$ cat src/rtl/branch_target_buffer.sv
// -----------------------------------------------------------------------------
// branch_target_buffer
//
// Direct-mapped branch target buffer with a 2-bit saturating direction
// counter per entry. Lookup is combinational and update is registered.
// Optional gshare indexing is built when the macro BTB_GSHARE_EN is defined.
// In that build the PC index bits are XORed with a global history register
// that records resolved branch directions.
//
// Parameters
//   ENTRIES     number of table entries (power of two, 4..256)
//
// Ports
//   clk         clock, all state changes on the rising edge
//   rst         asynchronous active-low reset
//   lookup_en   fetch presents a new PC this cycle
//   fetch_pc    fetch address to look up
//   pred        predict taken (combinational)
//   pred_addr   predicted target, zero when pred is low
//   upd_valid   resolved control-flow update presented this cycle
//   upd_pc      PC of the resolved instruction
//   upd_br      resolved instruction is a branch/jump
//   upd_taken   resolved direction
//   upd_target  resolved target address
//   hit_cnt     saturating count of cycles with pred high
// -----------------------------------------------------------------------------
module branch_target_buffer #(
    parameter int unsigned ENTRIES = 16
) (
    input  logic        clk,
    input  logic        rst,
    input  logic        lookup_en,
    input  logic [31:0] fetch_pc,
    output logic        pred,
    output logic [31:0] pred_addr,
    input  logic        upd_valid,
    input  logic [31:0] upd_pc,
    input  logic        upd_br,
    input  logic        upd_taken,
    input  logic [31:0] upd_target,
    output logic [15:0] hit_cnt
);

    localparam int unsigned IDX_W = $clog2(ENTRIES);
    localparam int unsigned TAG_W = 30 - IDX_W;

    // ------------------------------------------------------------------
    // Table storage. valid and ctr are reset; tag and target are only
    // meaningful behind a set valid bit, so they carry no reset.
    // Target bit 0 is always zero and is not stored.
    // ------------------------------------------------------------------
    logic [ENTRIES-1:0] valid_q, valid_d;
    logic [1:0]         ctr_q  [ENTRIES];
    logic [1:0]         ctr_d  [ENTRIES];
    logic [TAG_W-1:0]   tag_q  [ENTRIES];
    logic [30:0]        tgt_q  [ENTRIES];
    logic [15:0]        hit_cnt_q, hit_cnt_d;

    logic [IDX_W-1:0]   lk_idx;
    logic [IDX_W-1:0]   up_idx;
    logic [TAG_W-1:0]   lk_tag;
    logic [TAG_W-1:0]   up_tag;
    logic               lk_hit;
    logic               up_hit;
    logic               tag_we;
    logic               tgt_we;

    assign lk_tag = fetch_pc[31:IDX_W+2];
    assign up_tag = upd_pc[31:IDX_W+2];

    // ------------------------------------------------------------------
    // Index generation
    // ------------------------------------------------------------------
`ifdef BTB_GSHARE_EN
    logic [IDX_W-1:0] ghr_q, ghr_d;

    // The update that shifts the history still indexes with the
    // pre-shift value, so both indices use ghr_q.
    assign lk_idx = fetch_pc[IDX_W+1:2] ^ ghr_q;
    assign up_idx = upd_pc[IDX_W+1:2] ^ ghr_q;

    always_comb begin
        ghr_d = ghr_q;
        if (upd_valid && upd_br) begin
            ghr_d = {ghr_q[IDX_W-2:0], upd_taken};
        end
    end

    always_ff @(posedge clk or negedge rst) begin
        if (!rst) begin
            ghr_q <= '0;
        end else begin
            ghr_q <= ghr_d;
        end
    end
`else
    assign lk_idx = fetch_pc[IDX_W+1:2];
    assign up_idx = upd_pc[IDX_W+1:2];
`endif

    // ------------------------------------------------------------------
    // Lookup: purely combinational on current table contents, so a
    // same-cycle update at the same index is not visible until next cycle.
    // ------------------------------------------------------------------
    assign lk_hit    = valid_q[lk_idx] && (tag_q[lk_idx] == lk_tag);
    assign pred      = lookup_en && lk_hit && ctr_q[lk_idx][1];
    assign pred_addr = pred ? {tgt_q[lk_idx], 1'b0} : '0;

    // ------------------------------------------------------------------
    // Update decode
    // ------------------------------------------------------------------
    assign up_hit = valid_q[up_idx] && (tag_q[up_idx] == up_tag);

    always_comb begin
        valid_d = valid_q;
        ctr_d   = ctr_q;
        tag_we  = 1'b0;
        tgt_we  = 1'b0;
        if (upd_valid) begin
            if (up_hit) begin
                if (!upd_br) begin
                    // A non-branch aliasing onto this entry: drop it.
                    valid_d[up_idx] = 1'b0;
                end else if (upd_taken) begin
                    if (ctr_q[up_idx] != 2'b11) begin
                        ctr_d[up_idx] = ctr_q[up_idx] + 2'd1;
                    end
                    tgt_we = 1'b1;
                end else begin
                    if (ctr_q[up_idx] != 2'b00) begin
                        ctr_d[up_idx] = ctr_q[up_idx] - 2'd1;
                    end
                end
            end else if (upd_br && upd_taken) begin
                // Allocate on a taken miss, evicting whatever is there.
                valid_d[up_idx] = 1'b1;
                ctr_d[up_idx]   = 2'b10;
                tag_we          = 1'b1;
                tgt_we          = 1'b1;
            end
        end
    end

    always_ff @(posedge clk or negedge rst) begin
        if (!rst) begin
            valid_q <= '0;
            for (int unsigned i = 0; i < ENTRIES; i++) begin
                ctr_q[i] <= '0;
            end
        end else begin
            valid_q <= valid_d;
            ctr_q   <= ctr_d;
        end
    end

    always_ff @(posedge clk) begin
        if (tag_we) begin
            tag_q[up_idx] <= up_tag;
        end
        if (tgt_we) begin
            tgt_q[up_idx] <= upd_target[31:1];
        end
    end

    // ------------------------------------------------------------------
    // Prediction counter, saturating at all-ones
    // ------------------------------------------------------------------
    always_comb begin
        hit_cnt_d = hit_cnt_q;
        if (pred && (hit_cnt_q != '1)) begin
            hit_cnt_d = hit_cnt_q + 16'd1;
        end
    end

    always_ff @(posedge clk or negedge rst) begin
        if (!rst) begin
            hit_cnt_q <= '0;
        end else begin
            hit_cnt_q <= hit_cnt_d;
        end
    end

    assign hit_cnt = hit_cnt_q;

    // Word-aligned PCs: the byte-offset bits carry no information here.
    logic unused_bits;
    assign unused_bits = ^{fetch_pc[1:0], upd_pc[1:0], upd_target[0]};

endmodule

$ cat config.mk
export PLATFORM = sky130hd
export DESIGN_NAME = branch_target_buffer
export DESIGN_NICKNAME = d
export VERILOG_FILES = /design/src/rtl/branch_target_buffer.sv
export SDC_FILE = /design/constraint.sdc
export NUM_CORES = 1
export LEC_CHECK = 0
export ABC_CLOCK_PERIOD_IN_PS = 19200
export CORE_AREA = 2 2 267 269
export CTS_BUF_LIST = sky130_fd_sc_hd__clkbuf_8 sky130_fd_sc_hd__clkbuf_16
export DETAILED_ROUTE_END_ITERATION = 6
export DIE_AREA = 0 0 269 271
export PLACE_DENSITY = 0.79
export SKIP_CTS_REPAIR_TIMING = 1
export SLEW_MARGIN = 40
export SYNTH_ARGS = -nofsm -noshare
export SYNTH_HDL_FRONTEND = slang
export SYNTH_SLANG_ARGS = --single-unit
$ cat constraint.sdc
create_clock -name clk -period 19.2 [get_ports clk]
set_clock_uncertainty 0.2 [all_clocks]
set_input_delay 4.8 -clock clk [delete_from_list [all_inputs] [get_ports clk]]
set_output_delay 4.8 -clock clk [all_outputs]
set_load 0.005 [all_outputs]
==> results of run 1 <==
power breakdown:
group / switching (mW) / internal (mW)
sequential: 0.0112 / 2.35
combinational: 0.161 / 0.140
clock: 0.788 / 1.09
total: 0.961 / 3.58
critical path, cell delays in order:
cell and delay, ns:
buf_8 0.36, buf_16 0.36, buf_6 0.64, mux4_2 0.40, mux4_2 0.52, xnor2_1 0.20
nand2_1 0.07, nor4_1 0.51, nand4_1 0.16, buf_4 0.31, nor2b_1 0.25, clkdlybuf4s50_1 0.53
metrics by stage:
stage	setup WS (ns)	utilization (%)	cells
after global placement	4.593	64.48	3081
final	4.888	69.19	3262
after floorplan	6.193	-	2071
after CTS	4.860	69.14	3258
after global routing	4.697	69.19	3261
after detailed placement	4.907	64.62	3084
cells by family after synthesis:
logic type      after synthesis
flops                       976
mux                         512
simple gates                206
buf+inv                     166
compound gates              143
xor+xnor                     64
fa+ha+maj                     3
other cells                   1
sequential cells by signal, indices dropped and copies added, names as in the netlist, named ones only:
signal   flops
tag_q      416
tgt_q      496
hit_cnt     16
ctr_q       32
how the worst max path moves through the flow:
stage | startpoint | endpoint | slack, ns
after floorplan | fetch_pc[2] | pred_addr[10] | 6.19
after global placement | fetch_pc[2] | pred_addr[7] | 4.59
after detailed placement | fetch_pc[3] | pred_addr[7] | 4.91
after CTS | fetch_pc[3] | pred_addr[30] | 4.86
after global routing | fetch_pc[3] | pred_addr[7] | 4.70
final | fetch_pc[3] | pred_addr[7] | 4.89
routing by layer:
layer  part of all wire (%)  vias to the layer above  global-route usage (%)
met1                     36                    11739                   39.64
met4                    4.4                       10                   12.08
met3                    8.5                      292                   5.588
met5                  0.060                        -                       0
met2                     51                     1233                   49.49
li1                       -                     9077                       -
final cells by class:
class | count | share of cell area (%)
clock inverters | 77 | 1.521
well taps | 940 | 2.436
clock buffers | 97 | 5.004
multi-input cells | 929 | 26.56
repair buffers | 204 | 4.151
diodes | 3 | 0.01555
flip-flops and latches | 976 | 60.03
inverters | 36 | 0.2799
cell usage in the layout, fill, tap and decap left out, types with 14 or more instances in the layout:
cell type | Yosys | routed
nand3_1 | 20 | 19
clkinv_1 | 1 | 16
nor2_1 | 46 | 14
clkdlybuf4s50_1 | 0 | 136
nor2_4 | 0 | 32
edfxtp_1 | 912 | 912
xnor2_1 | 38 | 38
mux4_2 | 351 | 351
mux2i_1 | 111 | 111
nand2_1 | 41 | 41
buf_4 | 10 | 52
o21a_1 | 16 | 16
clkbuf_16 | 0 | 96
clkinv_2 | 0 | 20
mux2_2 | 26 | 26
o31ai_1 | 18 | 18
a22oi_1 | 22 | 22
nor2b_1 | 42 | 41
xor2_1 | 26 | 26
dfrtp_1 | 64 | 64
inv_1 | 35 | 54
==> impl_results.md, run 1 <==
- Reg2reg end: tag_q[0][7]
- Routed vias: 22351
- Post-layout total power: 4.537 mW
- Clock Tree Root: clkbuf_16
- Top-area cell type share of the netlist area: 64.71%
- Mean Syn Cell Area: 20.44 um^2
- Drt wl/cell: 32.50 um
- Vias per Instance: 6.852
- Die Y: 271 um
- Mux share of post-synthesis cell area: 23.02%
- Hold Path Cell Cnt: 1
- CTS sink count: 976
- EDFF count, synth: 912
- Post-synthesis xor/xnor area fraction: 1.324%
- Residual DRC: 0
- Min Hold Slack: 0.2991 ns
- Final Max Tran Viols: 0
- Multi-input logic area: 0.01282 mm^2
- PwrDens: 93.96 mW/mm^2
- CP max FO: 71
- Startpoint types: primary input
- Post-Synth Adder-Cell Area: 0.08869%
- Simple-gate portion of the synthesized area: 2.510%
- Hold Path Class: flip-flop to flip-flop
- Unrepaired setup endpoints after global routing: false
- R2R Path Start: tag_q[3][25]
- Largest net degree at the start of global routing: 76
- Setup violators final: 0
- Final wirelength: 106000 um
- Area Growth Syn to Fin: 14.09%
- Most common cell in the synthesized netlist: edfxtp_1
- Post-Layout Inst Area: 0.04829 mm^2
- Worst EP arrival: 9.31 ns
- CTS tree: built
- Nets: 2348
- Total grt overflow: 0
- Static leakage: 15.83 nW
- Seq cells post-synth: 976
- Tightest Pin Transition: 0.8585 ns
- Ys async rst share: 6.557%
- Area leader, netlist: edfxtp_1
- Register area share after synthesis: 68.49%
- Ys Warns: 0
- CTS Buffer Depth: 3
- Number of CTS-inserted buffers: 96
- H-tree depth: 3
- Area after DPL: 0.04510 mm^2
- Core Area: 0.06979 mm^2
- Compound-cell area share of the yosys netlist: 2.746%
- Ys flop type: edfxtp_1
- Hold Startpoint: ctr_q[20]
- TNS Setup: 0 ns
- Pre-antenna DRT Iters: 6
- Detail Route Antenna Nets: 0
- Synth area leaders: edfxtp_1 65%, mux4_2 19%, dfrtp_1 3.8%
- Starting Density: 60.65%
- Layout cells sized above 1: 27.55%
- Vias in the first global route: 23287
- Final Hold Viols: 0
- WP data required: 14.20 ns
- Fmax: 0.06987 GHz
- Tot GR Track Use: 29.92%
- Netlist cell types: 63
- Rows: 97
- Reg clk slew, reported paths: 0.06 ns
- Net Count, Synth: 2176
- Reg area: 0.02899 mm^2
- Fill count: 4195
- I/O pin cnt: 151
- Status: complete, no violations
- Clk_lat worst skew: 0.65 ns
- Cells on worst reg2reg path: 11
- First-pass GRT wire length: 155900 um
- Synth top cells by count: 912 x edfxtp_1, 351 x mux4_2, 111 x mux2i_1, 64 x dfrtp_1, 52 x clkbuf_1
- Die area: 0.07290 mm^2
- Antenna violations before repair: 8
- Die Wd: 269 um
- Largest family of logic cells by synthesized area: multiplexers
- Period utilization: 74.54%
- Dpl hpwl: 56160 um
- Flop2flop setup slack: 14.24 ns
- Rel. slew slack: 42.77%
- Mapped Area: 0.04232 mm^2
- CP endpoint kind: output pin
- DRT iter0 DRCs: 2752
- Post-Synthesis Cells: 2071
- Critical Setup Path Class: primary input to output pin
- I/O Buffers: 144
- Max IR drop VDD: 0.08550 mV
- Max cap viols: 0
- Hold EP: ctr_q[20]
- Fin crit period: 14.31 ns
- GPL Wtd Cong: 0.8191
Power figures use the tool's default switching activity.
==> run 2: changes to the inputs <==
--- a/config.mk
+++ b/config.mk
@@ -5,12 +5,12 @@
 export SDC_FILE = /design/constraint.sdc
 export NUM_CORES = 1
 export LEC_CHECK = 0
-export ABC_CLOCK_PERIOD_IN_PS = 19200
-export CORE_AREA = 2 2 267 269
+export ABC_CLOCK_PERIOD_IN_PS = 12000
+export CORE_AREA = 2 2 281 283
 export CTS_BUF_LIST = sky130_fd_sc_hd__clkbuf_8 sky130_fd_sc_hd__clkbuf_16
 export DETAILED_ROUTE_END_ITERATION = 6
-export DIE_AREA = 0 0 269 271
-export PLACE_DENSITY = 0.79
+export DIE_AREA = 0 0 283 285
+export PLACE_DENSITY = 0.75
 export SKIP_CTS_REPAIR_TIMING = 1
 export SLEW_MARGIN = 40
 export SYNTH_ARGS = -nofsm -noshare
==> constraint.sdc (replaced) <==
create_clock -name clk -period 12 [get_ports clk]
set_clock_uncertainty 0.2 [all_clocks]
set_input_delay 3 -clock clk [delete_from_list [all_inputs] [get_ports clk]]
set_output_delay 3 -clock clk [all_outputs]
set_load 0.005 [all_outputs]
==> run 2 against run 1 <==
Net effect:
- global-route usage is 4.1 points lower
- critical path depth stayed put
- sequential power is 60% higher
- sequential share of layout area is 0.31 points lower
- non-clock buffer count stayed put
- flip-flop and latch count stayed put
- wire length is 2.6% lower
- register-to-register slack worse by 6.8 ns
- utilization is 6.9 points lower
- combinational power is 59% higher
- critical path type unchanged
- critical endpoint unchanged
- largest cell class unchanged
- highest routed layer unchanged
==> impl_results.md, run 2 (synthesized netlist as in run 1, its figures left out) <==
- Area Growth Syn to Fin: 14.67%
- Dpl hpwl: 54820 um (-2.4%)
- Most frequent cells in the layout: 912 x edfxtp_1, 351 x mux4_2, 136 x clkdlybuf4s50_1, 111 x mux2i_1, 96 x clkbuf_16
- Hold Path Cell Cnt: 1 (unchanged)
- Reg power frac: 51.3% (-0.7 points)
- Clock Tree Root: clkbuf_16
- Drt wl/cell: 30.61 um (-5.8%)
- Gate power share: 6.5% (about the same)
- Critical Setup Path Class: primary input to output pin
- GPL Wtd Cong: 0.8170 (-0.26%)
- Cells on worst reg2reg path: 10 (-1)
- Final wirelength: 103300 um (-2.6%)
- CP endpoint kind: output pin
- Detail Route Antenna Nets: 0 (unchanged)
- Fin crit period: 10.47 ns
- Rel. slew slack: 40.16% (-2.6 points)
- Switch Pwr: 1.553 mW (+62%)
- Largest net degree at the start of global routing: 82 (+7.9%)
- Die Wd: 283 um (+5.2%)
- Regs by FF count: tgt_q x496, tag_q x416, ctr_q x32
- CTS Buffer Depth: 3 (unchanged)
- CP max FO: 60 (-15%)
- Rows: 103 (+6.2%)
- WP data required: 8.80 ns (-5.40 ns)
- Residual DRC: 0 (unchanged)
- Nets: 2348 (unchanged)
- Period utilization: 87.25%
- Antenna violations before repair: 6 (-2)
- Startpoint types: primary input
- CTS tree: built
- Clk_lat worst skew: 0.67 ns (+0.02 ns)
- Die Y: 285 um (+5.2%)
- Setup violators final: 0 (unchanged)
- Final Hold Viols: 0 (unchanged)
- TNS Setup: 0 ns (unchanged)
- Worst EP arrival: 7.27 ns (-2.04 ns)
- Total grt overflow: 0 (unchanged)
- P_int: 5.801 mW (+62%)
- Max IR drop VDD: 0.1562 mV (+83%)
- DRT iter0 DRCs: 2336 (-15%)
- Hold EP: ctr_q[22]
- Max reg flops: 496 (unchanged)
- Vias in the first global route: 22943 (-1.5%)
- Min Hold Slack: 0.2914 ns (-0.007699 ns)
- Clock Power Share: 42.2% (+0.8 points)
- Pre-antenna DRT Iters: 5 (-1)
- Starting Density: 54.28% (-6.4 points)
- Tot GR Track Use: 25.83% (-4.1 points)
- Die area: 0.08066 mm^2 (+11%)
- Vias per Instance: 6.547 (-4.4%)
- Core Area: 0.07797 mm^2 (+12%)
- Top reg by flops: tgt_q
- PwrDens: 151.5 mW/mm^2 (+61%)
- Status: complete, no violations
- Layout cells sized above 1: 27.42% (-0.13 points)
- CTS sink count: 976 (unchanged)
- Post-layout total power: 7.355 mW (+62%)
- Hold Startpoint: ctr_q[22]
- First-pass GRT wire length: 152400 um (-2.2%)
- Hold Path Class: flip-flop to flip-flop
- Reg2reg end: tag_q[8][6]
- Max cap viols: 0 (unchanged)
- Sw Share: 21.12% (-0.053 points)
- Final Max Tran Viols: 0 (unchanged)
- Fmax: 0.09551 GHz
- Most common cell after layout, fill and taps aside: edfxtp_1
- Reg clk slew, reported paths: 0.06 ns (about the same)
- Flop2flop setup slack: 7.47 ns (-6.77 ns)
- Unrepaired setup endpoints after global routing: false
- I/O Buffers: 144 (unchanged)
- R2R Path Start: tag_q[5][25]
- Number of CTS-inserted buffers: 96 (unchanged)
- I/O pin cnt: 151 (unchanged)
- Tightest Pin Transition: 0.8976 ns (+0.03918 ns)
- H-tree depth: 3 (unchanged)
- Routed vias: 22090 (-1.2%)
- Static leakage: 15.89 nW (+0.37%)
run 2: worst max-delay path, cell delays in order:
cell and delay, ns:
buf_8 0.54, buf_4 0.43, mux4_2 0.56, mux2i_1 0.16, mux2i_1 0.18, xnor2_1 0.21
nand4_1 0.21, nor4_1 0.54, nand4_1 0.16, buf_4 0.36, nor2b_1 0.29, clkdlybuf4s50_1 0.54
run 2: final cells by class:
cell class / instances / area (um^2)
fill: 5211 / 29430
timing repair buffer: 204 / 1944
antenna: 1 / 2.502
clock inverter: 80 / 892.1
inverter: 36 / 135.1
sequential: 976 / 28990
clock buffer: 98 / 2430
tap: 1050 / 1314
multi-input combinational: 929 / 12830
run 2: worst max-delay path by stage:
stage	start	end	slack (ns)	depth (start not counted)
finish	fetch_pc[2]	pred_addr[7]	1.53	12
detailed placement	fetch_pc[2]	pred_addr[7]	1.42	12
floorplan	fetch_pc[2]	pred_addr[10]	2.59	9
CTS	fetch_pc[2]	pred_addr[7]	1.40	10
global route	fetch_pc[2]	pred_addr[7]	1.26	11
global placement	fetch_pc[2]	pred_addr[7]	1.45	12
run 2: power by group through the flow:
stage | combinational, mW | sequential (mW) | clock (mW)
detailed placement | 0.475 | 3.84 | 0
CTS | 0.480 | 3.77 | 3.15
global route | 0.510 | 3.77 | 3.28
floorplan | 0.302 | 3.83 | 0
global placement | 0.465 | 3.84 | 0
finish | 0.479 | 3.77 | 3.10
run 2: layer usage:
layer	routed length (um)	GRT usage, %	part of all wire (%)	vias up
met2	53220	43.83	52	1133
met1	38740	34.43	38	11668
met4	3185	8.670	3.1	10
met3	8066	4.280	7.8	201
met5	67	0	0.065	-
li1	-	-	-	9078
run 2: metrics by stage:
stage               utilization [%]  setup slack [ns]  instances  instance area (um^2)
finish                        62.25             1.530       3374                 48530
global route                  62.25             1.262       3374                 48530
CTS                           62.19             1.396       3372                 48490
detailed placement            57.93             1.421       3194                 45170
global placement              57.90             1.452       3194                 45150
floorplan                         -             2.593       2071                 42320
==> run 3: changes to the inputs <==
--- a/config.mk
+++ b/config.mk
@@ -5,13 +5,14 @@
 export SDC_FILE = /design/constraint.sdc
 export NUM_CORES = 1
 export LEC_CHECK = 0
-export ABC_CLOCK_PERIOD_IN_PS = 12000
-export CORE_AREA = 2 2 281 283
+export ABC_CLOCK_PERIOD_IN_PS = 12100
+export CORE_AREA = 2 2 267 269
 export CTS_BUF_LIST = sky130_fd_sc_hd__clkbuf_8 sky130_fd_sc_hd__clkbuf_16
 export DETAILED_ROUTE_END_ITERATION = 6
-export DIE_AREA = 0 0 283 285
-export PLACE_DENSITY = 0.75
+export DIE_AREA = 0 0 269 271
+export PLACE_DENSITY = 0.79
 export SKIP_CTS_REPAIR_TIMING = 1
+export SKIP_LAST_GASP = 1
 export SLEW_MARGIN = 40
 export SYNTH_ARGS = -nofsm -noshare
 export SYNTH_HDL_FRONTEND = slang
==> constraint.sdc (replaced) <==
create_clock -name clk -period 12.1 [get_ports clk]
set_clock_uncertainty 0.2 [all_clocks]
set_input_delay 3.025 -clock clk [delete_from_list [all_inputs] [get_ports clk]]
set_output_delay 3.025 -clock clk [all_outputs]
set_load 0.005 [all_outputs]
==> run 3 against run 2 <==
Net effect:
- final area down 0.37%
- register-to-register slack worse by 0.39 ns
- first-iteration DRC count up 29%
- hold slack better by 0.0013 ns
- non-clock buffer count up 3
- die area down 9.6%
- setup slack better by 0.072 ns
==> impl_results.md, run 3 (synthesized netlist as in run 1, its figures left out) <==
- Number of CTS-inserted buffers: 95 (-1.0%)
- Largest net degree at the start of global routing: 90 (+9.8%)
- Setup violators final: 0 (unchanged)
- Static leakage: 15.84 nW (-0.36%)
- Max IR drop VDD: 0.1447 mV (-7.4%)
- Unrepaired setup endpoints after global routing: false
- Fin crit period: 10.50 ns
- Detail Route Antenna Nets: 0 (unchanged)
- Hold EP: ctr_q[12]
- Final Max Tran Viols: 0 (unchanged)
- CP max FO: 47 (-22%)
- Hold Path Cell Cnt: 1 (unchanged)
- Period utilization: 86.76%
- Rel. slew slack: 43.35% (+3.2 points)
- Fmax: 0.09525 GHz
- Hold Path Class: flip-flop to flip-flop
- GPL Wtd Cong: 0.8091 (-0.97%)
- TNS Setup: 0 ns (unchanged)
- Worst EP arrival: 7.27 ns (about the same)
- CTS tree: built
- Vias in the first global route: 23493 (+2.4%)
- Die Wd: 269 um (-4.9%)
- Max reg flops: 496 (unchanged)
- Residual DRC: 0 (unchanged)
- R2R Path Start: tag_q[5][25]
- Clk_lat worst skew: 0.67 ns (about the same)
- Reg clk slew, reported paths: 0.06 ns (about the same)
- Reg2reg end: tag_q[10][11]
- Crit-path cells: buf_8 -> buf_16 -> buf_4 -> mux4_2 -> mux4_2 -> xor2_1 -> nor4_1 -> nand4_1 -> buf_4 -> nor2b_1 -> clkdlybuf4s50_1
- Fill count: 4166 (-20%)
- Pre-antenna DRT Iters: 5 (unchanged)
- Multi-input logic area: 0.01282 mm^2 (about the same)
- Starting Density: 60.65% (+6.4 points)
- Vias per Instance: 6.954 (+6.2%)
- Clock Tree Root: clkbuf_16
- Total grt overflow: 0 (unchanged)
- Buf/Inv on CP: 5 (+1)
- Reg area: 0.02899 mm^2 (unchanged)
- Critical Setup Path Class: primary input to output pin
- Dpl hpwl: 55950 um (+2.1%)
- Nets: 2350 (+0.085%)
- I/O pin cnt: 151 (unchanged)
- Tightest Pin Transition: 0.8498 ns (-0.04784 ns)
- Layout cells sized above 1: 27.66% (+0.23 points)
- Cells on worst reg2reg path: 11 (+1)
- Top reg by flops: tgt_q
- Area Growth Syn to Fin: 14.25%
- CP top delay family: buffers and inverters
- Regs by FF count: tgt_q x496, tag_q x416, ctr_q x32
- Max cap viols: 0 (unchanged)
- Flop2flop setup slack: 7.08 ns (-0.39 ns)
- Most frequent cells in the layout: 912 x edfxtp_1, 351 x mux4_2, 136 x clkdlybuf4s50_1, 111 x mux2i_1, 95 x clkbuf_16
- First-pass GRT wire length: 156900 um (+3.0%)
- Final wirelength: 106900 um (+3.5%)
- Core Area: 0.06979 mm^2 (-10%)
- Die area: 0.07290 mm^2 (-9.6%)
- Final Hold Viols: 0 (unchanged)
- Crit path largest cell delay: 0.63 ns (+0.07 ns)
- Routed vias: 22734 (+2.9%)
- Hold Startpoint: ctr_q[12]
- Die Y: 271 um (-4.9%)
- Status: complete, no violations
- I/O Buffers: 144 (unchanged)
- CTS sink count: 976 (unchanged)
- Most common cell after layout, fill and taps aside: edfxtp_1
- CTS Buffer Depth: 3 (unchanged)
- Critical path's slowest cell: nor4_1
- Tot GR Track Use: 30.13% (+4.3 points)
- Post-layout total power: 7.264 mW (-1.2%)
- H-tree depth: 3 (unchanged)
- DRT iter0 DRCs: 3021 (+29%)
- Rows: 97 (-5.8%)
- PwrDens: 150.2 mW/mm^2 (-0.87%)
- Startpoint types: primary input
- Drt wl/cell: 32.71 um (+6.9%)
- Antenna violations before repair: 8 (+2)
- CP endpoint kind: output pin
- WP data required: 8.88 ns (+0.08 ns)
## run 3: cell types whose count changed in the layout (fill, tap and decap cells not counted), moves of 3 or more
cell / change
buf_4: +3
clkbuf_8: -4
diode_2: +3
clkinv_1: +4
inv_1: -8
clkinvlp_4: +4
## run 3: final cells by class
class                   instances  share of cell area, %
flip-flops and latches        976                  59.95
multi-input cells             929                  26.52
clock buffers                  95                  4.916
repair buffers                207                  4.135
well taps                     940                  2.432
clock inverters                82                  1.752
inverters                      36                 0.2795
diodes                          4                0.02070
## run 3: how the worst max path moves through the flow
stage / startpoint / to / slack [ns] / cells after the start
global placement: fetch_pc[2] / pred_addr[6] / 1.69 / 10
floorplan: fetch_pc[2] / pred_addr[10] / 2.64 / 9
CTS: fetch_pc[2] / pred_addr[1] / 1.59 / 10
finish: fetch_pc[2] / pred_addr[17] / 1.60 / 11
global route: fetch_pc[2] / pred_addr[1] / 1.45 / 11
detailed placement: fetch_pc[2] / pred_addr[6] / 1.63 / 10
## run 3: layer usage
| metal | track usage [%] | part of all wire (%) |
|---|---|---|
| met3 | 5.488 | 9.1 |
| met5 | 0 | 0.044 |
| met4 | 11.37 | 3.6 |
| met1 | 40.33 | 36 |
| met2 | 49.86 | 51 |
## run 3: per-stage QoR
step	hold slack, ns	instance area (um^2)	setup WS (ns)	instances	utilization (%)
2_1_floorplan	0.2587	42320	2.643	2071	-
3_3_place_gp	0.2701	45050	1.688	3086	64.55
3_5_place_dp	0.2805	45060	1.628	3086	64.58
4_1_cts	0.2943	48290	1.589	3263	69.20
5_1_grt	0.3172	48350	1.450	3268	69.29
6_report	0.2927	48360	1.601	3269	69.29
## run 3: where the power goes
| group | internal, mW | total [mW] | switching [mW] | leakage (nW) |
|---|---|---|---|---|
| Clock | 1.75 | 3.04 | 1.30 | 1.62 |
| Combinational | 0.222 | 0.480 | 0.258 | 5.24 |
| Sequential | 3.72 | 3.74 | 0.0168 | 8.98 |
| Total | 5.69 | 7.26 | 1.57 | 15.8 |
==> edit 1 (flow settings as in run 2) <==
Set the parameter `ENTRIES` to 8 (it was 16).
--- a/src/rtl/branch_target_buffer.sv
+++ b/src/rtl/branch_target_buffer.sv
@@ -26,5 +26,5 @@
 // -----------------------------------------------------------------------------
 module branch_target_buffer #(
-    parameter int unsigned ENTRIES = 16
+    parameter int unsigned ENTRIES = 8
 ) (
     input  logic        clk,
Function: not settled (the Yosys comparison gave no result); the edit may change what the design does.
==> edit 1 against run 2 <==
Area after synthesis decreased by 47%. Fmax increased by 2.7%. Die area unchanged. Routed wire length decreased by 44%. Sequential cell count decreased by 472. Highest routed layer unchanged. First-iteration DRC count decreased by 50%. Cell area decreased by 45%. Total power decreased by 47%. Setup slack improved by 0.28 ns. Critical path type unchanged.
==> edit 1: results (changes against run 2) <==
Metal-1 WL=22.8 mm (-41%); Sequential Power Share=50.4% (-0.9 points); NetSw=893 uW (-42%); Critical Path AT=6.99 ns (-0.28 ns); adder-cell share of the synthesized area=0.168% (+0.079 points); status=finished, final reports clean; Worst Hold Endpoint=hit_cnt[9]; total power=3.91 mW (-47%); detailed-route via count=12.8k (-42%); Detailed Place HPWL=32.7 mm (-40%); Slowest Stage Delay on Critical Path=0.87 ns (+0.31 ns); filler cell count=7,315 (+40%); Non-Filler Instances=2,509 (-26%); met1 Use GR=17.6% (-17 points); first-pass GRT wire length=84.9 mm (-44%); drt first-iter violations=1,167 (-50%); GRT met3 Usage=3.78% (-0.50 points); R2R Path End=tag_q[0][6]; metal2 WL=27.6 mm (-48%); leakage power=8.81 nW (-45%); Achievable Freq=98.1 MHz (+2.7%); Post-synth ARST share=7.94% (+1.4 points); Inst Count DP=2,404 (-25%); Comb group=309 uW (-35%); area share of the largest cell type after synthesis=62.4% (-2.3 points); CP max FO=90 (+50%); pin count of the biggest net entering global routing=91 (+11%); Layout Nets=1,517 (-35%); most instantiated cells after synthesis=464 x edfxtp_1, 130 x mux4_2, 81 x mux2i_1; All-Layer GR Usage=13.9% (-12 points); Worst-Skew Late Latency=0.62 ns (-0.05 ns); RR Startpoint=tag_q[4][18]; Post-Place Worst Slack=1.78 ns (+0.359 ns); routability cong.=0.804 (-1.6%); mux cell area share after synthesis=18.6% (-4.4 points)
## edit 1: cell count changes after synthesis, sizes merged, moves of 24 or more
cell / run 2 / this run
dfrtp: 64 / 40
nor2b: 42 / 16
edfxtp: 912 / 464
mux4: 362 / 130
inv: 35 / 6
buf: 77 / 44
mux2i: 111 / 81
nor2: 47 / 71
a221o: 0 / 32
## edit 1: cells by family (layout without fill, tap and decap cells)
logic type               count (synthesis)  count (layout)
flip-flops                             504             504
AND/OR/NAND/NOR                        193             193
buffers and inverters                   87             280
other                                    1               6
XOR/XNOR                                64              64
adder cells (fa/ha/maj)                  3               3
multiplexers                           248             248
AO/OA/AOI/OAI                          161             161
## edit 1: layout make-up
type / instances / area share, %
Sequential cell: 504 / 55.8
Timing Repair Buffer: 174 / 6.25
Multi-Input combinational cell: 670 / 26.4
Clock inverter: 43 / 1.20
Antenna cell: 5 / 0.0467
Clock buffer: 57 / 5.33
Inverter: 6 / 0.0888
Tap cell: 1050 / 4.90
==> edit 2 (config.mk and constraints of run 2) <==
Made on the original files. Put a register stage on the output `pred_addr`. The value now appears one clock later. The other outputs are not delayed to match.
--- a/src/rtl/branch_target_buffer.sv
+++ b/src/rtl/branch_target_buffer.sv
@@ -105,5 +105,7 @@
     assign lk_hit    = valid_q[lk_idx] && (tag_q[lk_idx] == lk_tag);
     assign pred      = lookup_en && lk_hit && ctr_q[lk_idx][1];
-    assign pred_addr = pred ? {tgt_q[lk_idx], 1'b0} : '0;
+    always_ff @(posedge clk) begin
+        pred_addr <= pred ? {tgt_q[lk_idx], 1'b0} : '0;
+    end
 
     // ------------------------------------------------------------------
Behaviour: not the same (Yosys sat finds a counterexample within 4 cycles, from zero or initial values and one cycle with rst low).
==> edit 2 against run 2 <==
Cell area increased by 2.0%. Register-to-register slack got worse by 0.87 ns. Sequential cell count increased by 31. Non-clock buffer count decreased by 7. Total power increased by 4.0%. Setup slack improved by 0.20 ns. Routed wire length increased by 2.9%. Area after synthesis increased by 2.3%. Critical path type unchanged. Largest power group unchanged.
==> edit 2: results (changes against run 2) <==
status=finished, final reports clean; Slowest Stage Delay on Critical Path=0.62 ns (+0.06 ns); top post-synthesis cells by area=edfxtp_1 63%, mux4_2 18%, dfrtp_1 3.7%; routability cong.=0.859 (+5.2%); Layout Nets=2,426 (+3.3%); CP max FO=37 (-38%); RR Startpoint=tag_q[7][12]; placed inst area=45,900 sq um (+1.7%); TritonCTS Buffers=101 (+5.2%); pin count of the biggest net entering global routing=102 (+24%); Worst VDD drop=129 uV (-17%); Top delay family on crit path=simple AND/OR/NAND/NOR gates; Detailed Place HPWL=58.2 mm (+6.2%); R2R Path End=tag_q[7][15]; via-per-instance ratio=6.62 (+1.1%); top_reg_cell synth=edfxtp_1; leakage power=16.2 nW (+2.2%); r2r worst-path depth=11 (+1); Critical Path AT=7.07 ns (-0.20 ns); EDFF count, synth=912 (unchanged); relative slew slack=37.0% (-3.2 points); Reg2Reg Setup Slack=6.60 ns (-0.87 ns); most instantiated cells after synthesis=912 x edfxtp_1, 345 x mux4_2, 105 x mux2i_1; Yosys cell types=67 (+6.3%); drt first-iter violations=2,952 (+26%); Crit-path slowest cell=mux4_1; sequential share of the synthesized area=68.4% (-0.11 points); first-pass GRT wire length=158 mm (+3.4%); Avg WL per Cell=30.7 microns (+0.19%); Worst-Skew Late Latency=0.69 ns (+0.02 ns); syn_nets=2,261 (+3.9%); layout cells sized above 1=26.8% (-0.62 points); Worst setup endpoint=pred; All-Layer GR Usage=26.6% (+0.78 points)
-- edit 2: cell types whose count changed after synthesis, moves of 9 or more --
cell	delta
o21a_1	-14
o31ai_1	-18
a31oi_1	+20
buf_1	-16
nand2_1	+21
a21oi_1	+13
a32oi_2	-10
o32ai_2	+11
dfxtp_1	+31
inv_1	-10
xnor2_1	+9
buf_6	+10
-- edit 2: where the power goes --
part,internal (mW),switching [mW]
Clock,1.88,1.36
Combinational,0.234,0.278
Sequential,3.87,0.0257
Total,5.99,1.66
-- edit 2: final cells by class --
class | instances | area (sq um)
antenna | 6 | 15.0
clock buffer | 110 | 2650
clock inverter | 82 | 842
fill | 5177 | 28500
inverter | 26 | 108
multi-input combinational | 988 | 13000
sequential | 1007 | 29600
tap | 1050 | 1310
timing repair buffer | 197 | 1930
-- edit 2: kinds of logic after synthesis --
kind of cell / after synthesis / synth area share (%)
DFF: 1007 / 68.4
muxes: 504 / 22.1
and+or+nand+nor: 238 / 3.01
AOI/OAI and AO/OA: 163 / 2.96
buffers and inverters: 161 / 1.91
xor gates and xnor gates: 79 / 1.60
adders and majority gates: 3 / 0.0867
other: 1 / 0.00866
-- edit 2: layer usage --
| metal | global-route usage, % | wire length, microns | up-vias |
|---|---|---|---|
| li1 | - | - | 9370 |
| met5 | 0 | 11 | - |
| met1 | 35.4 | 40000 | 12100 |
| met2 | 44.4 | 54100 | 1197 |
| met3 | 4.63 | 8290 | 233 |
| met4 | 10.5 | 3890 | 2 |
-- edit 2: worst min-delay path by stage --
stage | startpoint | to | slack, ns | depth (start not counted)
finish | ctr_q[22] | ctr_q[22] | 0.29 | 1
global placement | ctr_q[26] | ctr_q[26] | 0.26 | 1
CTS | ctr_q[22] | ctr_q[22] | 0.29 | 1
detailed placement | ctr_q[22] | ctr_q[22] | 0.27 | 1
floorplan | ctr_q[10] | ctr_q[10] | 0.25 | 1
global route | hit_cnt[15] | hit_cnt[15] | 0.32 | 1
-- edit 2: through the flow --
stage	hold slack, ns	instances	setup WS (ns)	total power [mW]	util (%)
finish	0.287	3466	1.73	7.65	63.5
floorplan	0.252	2156	3.12	4.28	-
global route	0.316	3463	1.58	7.87	63.5
detailed placement	0.274	3267	1.71	4.47	58.9
global placement	0.263	3265	1.48	4.46	58.8
CTS	0.289	3459	1.70	7.69	63.4
